File: config.mk
export PLATFORM = sky130hd
export DESIGN_NAME = iir_boxcar_decimator
export DESIGN_NICKNAME = d
export VERILOG_FILES = /design/src/rtl/iir_boxcar_decimator.sv
export SDC_FILE = /design/constraint.sdc
export NUM_CORES = 1
export LEC_CHECK = 0
export BUFFER_PORTS_ARGS = -buffer_cell sky130_fd_sc_hd__buf_2
export CORE_ASPECT_RATIO = 0.9
export CORE_UTILIZATION = 50
export DETAILED_ROUTE_END_ITERATION = 8
export GPL_ROUTABILITY_DRIVEN = 0
export PLACE_DENSITY = 0.83
export SLEW_MARGIN = 20
export SYNTH_ARGS = -nofsm -noshare
export SYNTH_HDL_FRONTEND = slang
export SYNTH_SLANG_ARGS = --single-unit
export TNS_END_PERCENT = 50
File: constraint.sdc
create_clock -name clk -period 2.4 [get_ports clk]
set_input_delay 0.48 -clock clk [delete_from_list [all_inputs] [get_ports clk]]
set_output_delay 0.48 -clock clk [all_outputs]
set_load 0.03 [all_outputs]
File: src/rtl/iir_boxcar_decimator.sv
// iir_boxcar_decimator: boxcar-average and decimate a signed sample stream into a FWFT output FIFO
//   clk, rst_n      : clock, synchronous active-low reset
//   din_valid, din  : incoming signed samples from the biquad
//   dout, dout_valid, dout_ready : FWFT FIFO head with valid/ready handshake (dout=0 when empty)
//   fifo_level      : current FIFO occupancy
//   overflow        : sticky, set when a block result was dropped on a full FIFO
module iir_boxcar_decimator #(
  parameter int DATA_W     = 16,
  parameter int DECIM      = 4,
  parameter int LOG2_DECIM = 2,
  parameter int FIFO_DEPTH = 4
) (
  input  logic                              clk,
  input  logic                              rst_n,
  input  logic                              din_valid,
  input  logic [DATA_W-1:0]                 din,
  output logic [DATA_W-1:0]                 dout,
  output logic                              dout_valid,
  input  logic                              dout_ready,
  output logic [$clog2(FIFO_DEPTH+1)-1:0]   fifo_level,
  output logic                              overflow
);
  localparam int AW = DATA_W + LOG2_DECIM;
  localparam int LW = $clog2(FIFO_DEPTH + 1);
  localparam int PW = $clog2(FIFO_DEPTH);
  localparam logic [LW-1:0] FULL = LW'(FIFO_DEPTH);
  logic signed [AW-1:0] acc, sum;
  logic [LOG2_DECIM-1:0] cnt;
  logic [DATA_W-1:0] mem [FIFO_DEPTH];
  logic [DATA_W-1:0] res;
  logic [PW-1:0] wr_ptr, rd_ptr;
  logic [LW-1:0] level_nxt;
  logic done, pop, push_ok;
  always_comb begin
    sum = acc + {{LOG2_DECIM{din[DATA_W-1]}}, din};
    res = DATA_W'(sum >>> LOG2_DECIM);
    done = din_valid && (&cnt);
    pop = dout_valid && dout_ready;
    // a full FIFO still accepts when its head leaves on the same edge
    push_ok = done && (fifo_level < FULL || pop);
    level_nxt = (push_ok && !pop) ? fifo_level + LW'(1) :
                (!push_ok && pop) ? fifo_level - LW'(1) : fifo_level;
  end
  assign dout_valid = fifo_level != '0;
  assign dout = dout_valid ? mem[rd_ptr] : '0;
  always_ff @(posedge clk) begin
    if (!rst_n) begin
      acc <= '0;
      cnt <= '0;
      wr_ptr <= '0;
      rd_ptr <= '0;
      fifo_level <= '0;
      overflow <= 1'b0;
    end else begin
      if (din_valid) begin
        acc <= done ? '0 : sum;
        cnt <= cnt + LOG2_DECIM'(1);
      end
      if (push_ok) wr_ptr <= wr_ptr + PW'(1);
      if (pop) rd_ptr <= rd_ptr + PW'(1);
      if (done && !push_ok) overflow <= 1'b1;
      fifo_level <= level_nxt;
    end
  end
  // when full with a simultaneous pop, wr_ptr equals rd_ptr, so the new entry replaces the departing head slot
  always_ff @(posedge clk) if (push_ok) mem[wr_ptr] <= res;
endmodule

-- Word-level counts from Yosys, hierarchy flattened
Memories as Yosys holds them, arrays and structs flattened. A register that Yosys moved wholly into a read port is not among the register bits.
Cells that the tools add are included.
- flip-flop bits (word level): 28
- bits in latches: 0
- memory bits (writable): 64
- memory bits (read-only): 0
- input port bits: 20
- output and inout port bits: 21
- logic and storage cells: 34
- memories: 1
- memories (memory ; words ; width ; read ports ; clocked after memory_dff ; wr ports ; line ; RTL):
    mem ; 4 ; 16 ; 1 ; 1 ; 1 ; 29 ; logic [DATA_W-1:0] mem [FIFO_DEPTH];
- add/subtract/negate cells: 6
- multipliers: 0
- div/mod/pow operators: 0
- order comparisons: 1
- equal/unequal tests: 0
- shift operators: 0
- multiplexer cells: 8
- bitwise gates (word level): 0
- reduce and logical (&&, ||, !) cells: 12
- operators by type and width (kind ; count):
    adder 18 bit ; 1
    two-way mux 18 bit ; 1
    two-way mux 16 bit ; 1
    adder 2 x 1 -> 2 bit (second input constant) ; 3
    logical AND 1 bit ; 6
    two-way mux 3 bit ; 2
    two-way mux 2 bit ; 2
    adder 3 x 1 -> 3 bit (second input constant) ; 1
    < comparator 3 bit (second input constant) ; 1
    nonzero test 3 bit ; 1
    subtractor 3 x 1 -> 3 bit (second input constant) ; 1
    logical NOT 1 bit ; 2
    two-way mux 1 bit ; 2
    AND reduction 2 bit ; 1
    nonzero test 2 bit ; 1
    logical OR 1 bit ; 1

-- Depth between registers and ports, before layout
Gate-level depths: netlist (run 1).
- depth after elaboration: 8
- depth in mapped cells: 9
- mapped depth without buffers: 9

-- Worst setup path before layout (run 1)
No wires, ideal clock.
- path kind: input-to-reg
- start: input port din[0]
- end: memory mem[0][14], data pin
- setup time: 278 ps
- arrival time: 2177 ps
- data required time: 2122 ps
- slack: -55 ps
- stages: 8
- buffers on the path: 0
- cell sequence: ha_1 -> fa_1 -> a21oi_1 -> o21ai_1 -> a21o_1 -> a221oi_4 -> a211o_1 -> nand3_1
- word-level cells in the longest chain between the ends: 1
- ends and longest elaborated chain (element ; line ; RTL):
    start: declaration ; 16 ; input logic [DATA_W-1:0] din,
    adder 18 bit ; 35 ; sum = acc + {{LOG2_DECIM{din[DATA_W-1]}}, din};
    via sum[16] ; 27 ; logic signed [AW-1:0] acc, sum;
    end: declaration ; 29 ;
The timed path passes the listed nets, and every way through them passes these cells.

==> impl_table.tex, run 1 <==
\begin{tabular}{lr}
\hline
Metric & Value \\
\hline
\multicolumn{2}{l}{\textbf{Timing}} \\
Fin Clk Skew & around 11 ps \\
Max Clk Rate & roughly 0.43 GHz \\
Relative slew margins & between 60\% and 70\% \\
Final setup vio count & 0 \\
Unrepaired setup endpoints after global routing & false \\
Number of endpoints with negative hold slack in the final report & 0 \\
Actual transition at the worst max-transition pin & roughly 520 ps \\
Setup TNS Final & 0 ps \\
Clock period minus final worst setup slack & around 2300 ps \\
Pins Over Slew Limit & 0 \\
Final period util & 95.8\% \\
\multicolumn{2}{l}{\textbf{Finish}} \\
Fraction of final layout cells sized beyond drive strength 1 & a little over a quarter \\
Net count reported at finish & $\sim$470 \\
Count of inserted antenna diode cells & 0 \\
Share of the core filled with cells in the final layout & slightly above 60\% \\
Area grow syn2layout & 16.3\% \\
\multicolumn{2}{l}{\textbf{Synth}} \\
Count of state elements after synthesis & 94 \\
Compound-gate portion of the synthesized area & around 10\% \\
Netlist Area Pre-Place & about 4600 sq um \\
Synthesized netlist cell count & between 300 and 400 \\
Dominant register cell in the synthesized netlist & sky130\_fd\_sc\_hd\_\_edfxtp\_1 \\
Number of synthesized flops with an enable pin & between 60 and 70 \\
Fraction of the mapped netlist area in simple logic gates & about an eighth \\
Area share of the leading cell type in the synthesized netlist & 41.8\% \\
Total of warnings raised by yosys & 0 \\
Xor/xnor share of the synthesized area & roughly 4.2\% \\
Portion of netlist area occupied by mux cells & 8.70\% \\
Post-Syn Area per Cell & 12.9 sq um \\
Syn\_nets & 403 \\
Synthesized-area fraction occupied by adder cells & slightly above 7\% \\
Synth unique cells & 47 \\
Largest family of logic cells by synthesized area & simple AND/OR/NAND/NOR gates \\
Yosys top cell by area & sky130\_fd\_sc\_hd\_\_edfxtp\_1 \\
Portion of the post-synthesis area used by sequential elements & a little over half \\
Share of flip-flops with an asynchronous set or reset after synthesis & 0\% \\
Synth area leaders & sky130\_fd\_sc\_hd\_\_edfxtp\_1 (42\%), sky130\_fd\_sc\_hd\_\_dfxtp\_1 (13\%), sky130\_fd\_sc\_hd\_\_mux4\_2 (7.8\%) \\
\multicolumn{2}{l}{\textbf{Clock tree}} \\
Number of sinks driven by the clock tree & 94 \\
Root Buffer & sky130\_fd\_sc\_hd\_\_clkbuf\_8 \\
Clock insertion delay at the later pin of the skew report & $\sim$370 ps \\
Clock slew at reported path FFs & around 100 ps \\
Number of H-tree levels & 3 \\
CTS Hold Buffers Added & 0 \\
Cts bufs inserted & 9 \\
CTS-repair resized insts & 0 \\
Post-CTS setup buffer count & 0 \\
Maximum buffer depth of the clock tree & 2 \\
CTS tree & yes \\
\multicolumn{2}{l}{\textbf{Power and ir drop}} \\
Fraction of power consumed by combinational cells & a little under two fifths \\
Share of power burned in registers & between 40\% and 50\% \\
Cell-internal power & 3.19 mW \\
Switching power & 1.76 mW \\
Worst voltage drop across the vdd grid & about 420 uV \\
Net switching share of the total power & approximately 36\% \\
Clock power frac & between 20\% and 30\% \\
Cell leakage power & slightly above 2 nW \\
Power density over cell area & 924 nW/um\^{}2 \\
\multicolumn{2}{l}{\textbf{Route}} \\
Vias after detailed routing & roughly 3,000 \\
Initial DRC count & 182 \\
Overall routed net length & between 9000 and 10,000 um \\
DRT Pass-1 Iters & 4 \\
Routed len/inst & between 15 and 20 um \\
Final ANT Viol Nets & 0 \\
DRC viols & 0 \\
Via density & $\sim$5.5 \\
\multicolumn{2}{l}{\textbf{Global route}} \\
Final global-route overflow total & 0 \\
Maximum number of pins on one net before global-route repair & 28 \\
M2 GR Usage & between 30\% and 40\% \\
Number of global-route vias before repair & between 3,000 and 4,000 \\
GR peak layer & met2 \\
Combined global-route utilization of all metal layers & 21.0\% \\
Antenna violations before repair & 0 \\
Global-route wire length before repair & $\sim$15,000 um \\
Met3 Track Usage GR & 3.81\% \\
Met1 layer usage reported by global route & $\sim$27\% \\
\multicolumn{2}{l}{\textbf{Critical path}} \\
Critical Path Sink Type & primary output \\
Arrival time of data at the critical path endpoint & roughly 1800 ps \\
Worst Setup Path Type & register to primary output \\
Worst Path Max Fanout & 16 \\
Critical path data required time & approximately 1900 ps \\
Startpoint Class & register \\
\multicolumn{2}{l}{\textbf{Floorplan}} \\
Die extent in y & 93.0 um \\
CORE AREA & 8770 sq um \\
Core Rows & 32 \\
Initial cell density of the core & $\sim$52\% \\
\# IOs & 41 \\
Width of the die & slightly above 100 um \\
Area enclosed by the die boundary & 9590 sq um \\
\multicolumn{2}{l}{\textbf{Run status}} \\
Result of the run & finished, final reports clean \\
\multicolumn{2}{l}{\textbf{Flow run}} \\
Number of max-capacitance violations reported & 0 \\
\multicolumn{2}{l}{\textbf{Worst hold path}} \\
Classification of the worst-slack hold path & register to register \\
\multicolumn{2}{l}{\textbf{Place}} \\
Placed wire-length estimate & 6330 um \\
Buffers on Ports & 40 \\
\hline
\end{tabular}
[sequential cells by signal, summed over array words and instances, names as in the netlist, named ones only]
| name | flops |
|---|---|
| acc | 18 |
| cnt | 2 |
| fifo_level | 3 |
| mem | 64 |
| overflow | 1 |
| rd_ptr | 2 |
| wr_ptr | 2 |
[worst paths after layout]
path,start,to,slack [ps],cells past startpoint
setup / recovery,register,dout[14],100,4
hold / removal,acc[15]$_SDFFE_PN0P_,acc[15]$_SDFFE_PN0P_,480,2
setup reg to reg,acc[0]$_SDFFE_PN0P_,mem[0][10]$_DFFE_PP_,170,8
hold reg to reg,acc[15]$_SDFFE_PN0P_,acc[15]$_SDFFE_PN0P_,480,2
[kinds of logic (layout without fill, tap and decap cells)]
group,Yosys count,in the layout
AOI/OAI and AO/OA,67,67
xor gates and xnor gates,22,22
adders and majority gates,25,25
buffers and inverters,21,94
DFF,94,94
muxes,20,20
and+or+nand+nor,109,109
[worst max-delay path, cell delays in order (launching register included)]
cell and delay [ps]:
sky130_fd_sc_hd__dfxtp_1 370, sky130_fd_sc_hd__buf_12 190, sky130_fd_sc_hd__mux4_2 550, sky130_fd_sc_hd__and2_1 170
sky130_fd_sc_hd__buf_2 170
[metrics by stage]
step | hold WS [ps] | area, sq um | worst slack, ps | total power [mW] | std cells
2_1_floorplan | 436 | 4610 | 3.41 | 3.32 | 358
3_3_place_gp | 452 | 5150 | -77.7 | 3.84 | 534
3_5_place_dp | 466 | 5150 | -112 | 3.90 | 534
4_1_cts | 490 | 5340 | 72.8 | 4.95 | 550
5_1_grt | 510 | 5350 | 6.13 | 5.21 | 550
6_report | 485 | 5350 | 100 | 4.95 | 550
[cells in the mapped netlist, drive strengths merged, types with 2 or more instances]
| cell type | n |
|---|---|
| nand2 | 20 |
| a22o | 6 |
| xnor2 | 13 |
| nor2b | 24 |
| xor2 | 9 |
| nand3 | 10 |
| nand3b | 2 |
| mux4 | 16 |
| mux2i | 4 |
| ha | 23 |
| a21oi | 29 |
| o21ai | 15 |
| dfxtp | 30 |
| nor3 | 2 |
| clkbuf | 10 |
| o21bai | 3 |
| nor2 | 9 |
| edfxtp | 64 |
| and2 | 29 |
| nand4 | 3 |
| fa | 2 |
| or3 | 4 |
| and3 | 2 |
| inv | 7 |
| buf | 4 |
[cells in the final DEF (no fill, tap or decap), drive strengths merged, types with 2 or more instances in the layout]
cell      instances
nand2            20
nand3            10
a21oi            29
and2             29
xnor2            13
buf              71
nor3              2
xor2              9
clkinvlp          2
o21ai            15
nor2              9
o21bai            3
clkbuf           10
edfxtp           64
mux2i             4
or3               4
fa                2
dfxtp            30
a22o              6
ha               23
mux4             16
nand3b            2
inv               9
and3              2
nand4             3
nor2b            24
[final cells by class]
type                    count  area (sq um)
fillers                   683          3410
flip-flops and latches     94          2520
multi-input cells         243          2020
repair buffers             71           445
well taps                 119           149
clock buffers              10           128
clock inverters             6          67.6
inverters                   7          26.3
[power groups by stage]
stage / combinational (mW) / clock (mW) / sequential (mW)
after floorplan: 1.26 / 0 / 2.07
after global placement: 1.79 / 0 / 2.05
after detailed placement: 1.84 / 0 / 2.06
after CTS: 1.86 / 1.07 / 2.02
after global routing: 2.05 / 1.13 / 2.03
final: 1.87 / 1.06 / 2.02
[layer usage]
layer	wire length, um	vias up
met5	0	-
met4	157	0
met3	324	10
met2	4460	69
met1	4230	1474
li1	-	1462
No activity file was read; power rests on OpenSTA's default activity.
==> run 2, diff against run 1 <==
--- a/config.mk
+++ b/config.mk
@@ -11,6 +11,7 @@
 export DETAILED_ROUTE_END_ITERATION = 8
 export GPL_ROUTABILITY_DRIVEN = 0
 export PLACE_DENSITY = 0.83
+export RECOVER_POWER = 25
 export SLEW_MARGIN = 20
 export SYNTH_ARGS = -nofsm -noshare
 export SYNTH_HDL_FRONTEND = slang
==> constraint.sdc (replaced) <==
create_clock -name clk -period 2.4 [get_ports clk]
set_input_delay 0.48 -clock clk [delete_from_list [all_inputs] [get_ports clk]]
set_output_delay 0.48 -clock clk [all_outputs]
set_load 0.01 [all_outputs]
==> run 2 against run 1 <==
  * First-iteration DRC count up 26%
  * Global-route usage down 0.48 points
  * Maximum frequency up 1.3%
  * Cell area down 0.70%
==> impl_table.tex, run 2 (same netlist as run 1, synthesis figures left out) <==
\begin{tabular}{lr}
\hline
Metric & Value \\
\hline
\multicolumn{2}{l}{\textbf{Global route}} \\
Final global-route overflow total & 0 (unchanged) \\
Antenna violations before repair & 0 (unchanged) \\
Maximum number of pins on one net before global-route repair & 28 (unchanged) \\
Global-route wire length before repair & 14,500 um (was 14,700 um) \\
Number of global-route vias before repair & 2,958 (was 3,038) \\
Combined global-route utilization of all metal layers & 20.5\% (was 21.0\%) \\
\multicolumn{2}{l}{\textbf{Timing}} \\
Actual transition at the worst max-transition pin & 663 ps (was 516 ps) \\
Max Clk Rate & 0.441 GHz (was 0.435 GHz) \\
Final period util & 94.6\% (was 95.8\%) \\
Setup TNS Final & 0 ps (unchanged) \\
Pins Over Slew Limit & 0 (unchanged) \\
Final setup vio count & 0 (unchanged) \\
Relative slew margins & 55.8\% (was 65.3\%) \\
Fin Clk Skew & 13.0 ps (was 11.3 ps) \\
Clock period minus final worst setup slack & 2270 ps (was 2300 ps) \\
Unrepaired setup endpoints after global routing & false (unchanged) \\
Number of endpoints with negative hold slack in the final report & 0 (unchanged) \\
\multicolumn{2}{l}{\textbf{Place}} \\
Placed wire-length estimate & 6250 um (was 6330 um) \\
Buffers on Ports & 40 (unchanged) \\
\multicolumn{2}{l}{\textbf{Finish}} \\
Area grow syn2layout & 15.5\% (was 16.3\%) \\
Net count reported at finish & 471 (unchanged) \\
Commonest cells after routing, fill and taps aside & sky130\_fd\_sc\_hd\_\_edfxtp\_1 (64), sky130\_fd\_sc\_hd\_\_buf\_2 (35), sky130\_fd\_sc\_hd\_\_dfxtp\_1 (30) (was sky130\_fd\_sc\_hd\_\_edfxtp\_1 (64), sky130\_fd\_sc\_hd\_\_buf\_2 (40), sky130\_fd\_sc\_hd\_\_dfxtp\_1 (30), sky130\_fd\_sc\_hd\_\_buf\_4 (30), sky130\_fd\_sc\_hd\_\_and2\_1 (29)) \\
Top Registers & mem x64, acc x18, fifo\_level x3 (unchanged) \\
Max FFs per register & 64 (unchanged) \\
Register with the most flip-flops & mem (unchanged) \\
Share of the core filled with cells in the final layout & 60.6\% (was 61.1\%) \\
Commonest non-fill, non-tap cell in the layout & sky130\_fd\_sc\_hd\_\_edfxtp\_1 (unchanged) \\
Count of inserted antenna diode cells & 0 (unchanged) \\
Fraction of final layout cells sized beyond drive strength 1 & 24.4\% (was 26.7\%) \\
\multicolumn{2}{l}{\textbf{Power and ir drop}} \\
Final Power & 4.66 mW (was 4.95 mW) \\
Cell-internal power & 3.17 mW (was 3.19 mW) \\
Power density over cell area & 877 nW/um\^{}2 (was 924 nW/um\^{}2) \\
Cell leakage power & 2.01 nW (was 2.05 nW) \\
Switching power & 1.49 mW (was 1.76 mW) \\
Share of power burned in registers & 43.3\% (was 40.8\%) \\
Net switching share of the total power & 32.0\% (was 35.6\%) \\
Worst voltage drop across the vdd grid & 383 uV (was 423 uV) \\
Fraction of power consumed by combinational cells & 34.2\% (was 37.7\%) \\
Clock power frac & 22.5\% (was 21.5\%) \\
\multicolumn{2}{l}{\textbf{Worst hold path}} \\
Classification of the worst-slack hold path & register to register (unchanged) \\
Hold Path Depth & 2 (unchanged) \\
Worst Hold Endpoint & acc[15]\$\_SDFFE\_PN0P\_ (unchanged) \\
HP Start & acc[15]\$\_SDFFE\_PN0P\_ (unchanged) \\
\multicolumn{2}{l}{\textbf{Floorplan}} \\
CORE AREA & 8770 sq um (unchanged) \\
Width of the die & 103 um (unchanged) \\
Die extent in y & 93.0 um (unchanged) \\
\# IOs & 41 (unchanged) \\
Initial cell density of the core & 52.5\% (unchanged) \\
Area enclosed by the die boundary & 9590 sq um (unchanged) \\
Core Rows & 32 (unchanged) \\
\multicolumn{2}{l}{\textbf{Route}} \\
Final ANT Viol Nets & 0 (unchanged) \\
Vias after detailed routing & 3,018 (was 3,015) \\
Routed len/inst & 16.2 um (was 16.7 um) \\
Overall routed net length & 8930 um (was 9170 um) \\
Initial DRC count & 230 (was 182) \\
DRT Pass-1 Iters & 4 (unchanged) \\
Via density & 5.49 (was 5.48) \\
DRC viols & 0 (unchanged) \\
\multicolumn{2}{l}{\textbf{Critical path}} \\
Worst Path Max Fanout & 16 (unchanged) \\
Worst reg2reg path startpoint & acc[0]\$\_SDFFE\_PN0P\_ (unchanged) \\
Startpoint Class & register (unchanged) \\
Critical Path Slowest Stage Cell & sky130\_fd\_sc\_hd\_\_mux4\_2 (unchanged) \\
Largest stage delay on the critical path & 550 ps (about the same) \\
Critical Path Sink Type & primary output (unchanged) \\
Ordered list of cells on the worst path & buf\_12 > mux4\_2 > and2\_1 > buf\_2 (unchanged) \\
Cell class contributing the biggest share of worst-path delay & multiplexers (unchanged) \\
Critical path buffer and inverter count & 2 (unchanged) \\
Critical path data required time & 1920 ps (about the same) \\
FF-to-FF setup slack & 140 ps (was 170 ps) \\
Number of cell instances on the worst register-to-register path & 10 (was 8) \\
Arrival time of data at the critical path endpoint & 1790 ps (was 1820 ps) \\
Worst Setup Path Type & register to primary output (unchanged) \\
Endpoint of the lowest-slack register-to-register path & acc[8]\$\_SDFFE\_PN0P\_ (was mem[0][10]\$\_DFFE\_PP\_) \\
\multicolumn{2}{l}{\textbf{Clock tree}} \\
Clock slew at reported path FFs & 90 ps (was 100 ps) \\
Root Buffer & sky130\_fd\_sc\_hd\_\_clkbuf\_8 (unchanged) \\
Number of H-tree levels & 3 (unchanged) \\
Number of sinks driven by the clock tree & 94 (unchanged) \\
CTS Hold Buffers Added & 0 (unchanged) \\
Cts bufs inserted & 9 (unchanged) \\
Maximum buffer depth of the clock tree & 2 (unchanged) \\
CTS tree & yes (unchanged) \\
Clock insertion delay at the later pin of the skew report & 360 ps (was 370 ps) \\
Post-CTS setup buffer count & 0 (unchanged) \\
\multicolumn{2}{l}{\textbf{Flow run}} \\
Number of max-capacitance violations reported & 0 (unchanged) \\
\multicolumn{2}{l}{\textbf{Run status}} \\
Result of the run & finished, final reports clean (unchanged) \\
\hline
\end{tabular}
-- run 2: per-layer routing --
metal	up-vias	routed length, um	global-route usage, %
li1	1461	-	-
met1	1458	4040	27.3
met2	90	4260	33.4
met3	9	523	2.84
met4	0	117	8.92
met5	-	0	0
-- run 2: worst max path at each step --
stage	startpoint	endpoint	slack (ps)	depth (start not counted)
5_1_grt	acc[0]$_SDFFE_PN0P_	acc[8]$_SDFFE_PN0P_	10	10
2_1_floorplan	din[0]	mem[0][14]$_DFFE_PP_	3	8
4_1_cts	register	dout[14]	100	4
3_3_place_gp	din[0]	mem[0][14]$_DFFE_PP_	-80	10
3_5_place_dp	din[0]	mem[1][10]$_DFFE_PP_	-100	9
6_report	register	dout[14]	130	4
-- run 2: cell type report --
cell class	count	area [sq um]
multi-input cells	243	2000
flip-flops and latches	94	2520
well taps	119	149
fillers	692	3450
clock buffers	10	128
inverters	7	26.3
clock inverters	6	67.6
repair buffers	71	420
-- run 2: worst min-delay path: stages, from the launching register on --
cell,delay [ps]
sky130_fd_sc_hd__dfxtp_1,340
sky130_fd_sc_hd__a21oi_1,60
sky130_fd_sc_hd__nand2_1,50
-- run 2: per-stage QoR --
step | cell area [sq um] | setup WS, ps | instances | hold WS, ps
floorplan | 4610 | 3.41 | 358 | 436
global placement | 5150 | -77.3 | 534 | 452
detailed placement | 5150 | -97.7 | 534 | 464
CTS | 5340 | 101 | 550 | 484
global route | 5320 | 11.3 | 550 | 513
finish | 5320 | 130 | 550 | 479
-- run 2: power by group through the flow --
stage	logic, mW	registers (mW)	clock network [mW]
5_1_grt	1.78	2.03	1.13
4_1_cts	1.61	2.02	1.07
2_1_floorplan	1.04	2.04	0
3_5_place_dp	1.60	2.06	0
3_3_place_gp	1.55	2.05	0
6_report	1.59	2.02	1.05
-- run 2: what timing repair did --
action	CTS	global route
hold endpoints to repair	0	0
resized for setup	0	1
endpoints found under the setup margin	0	1
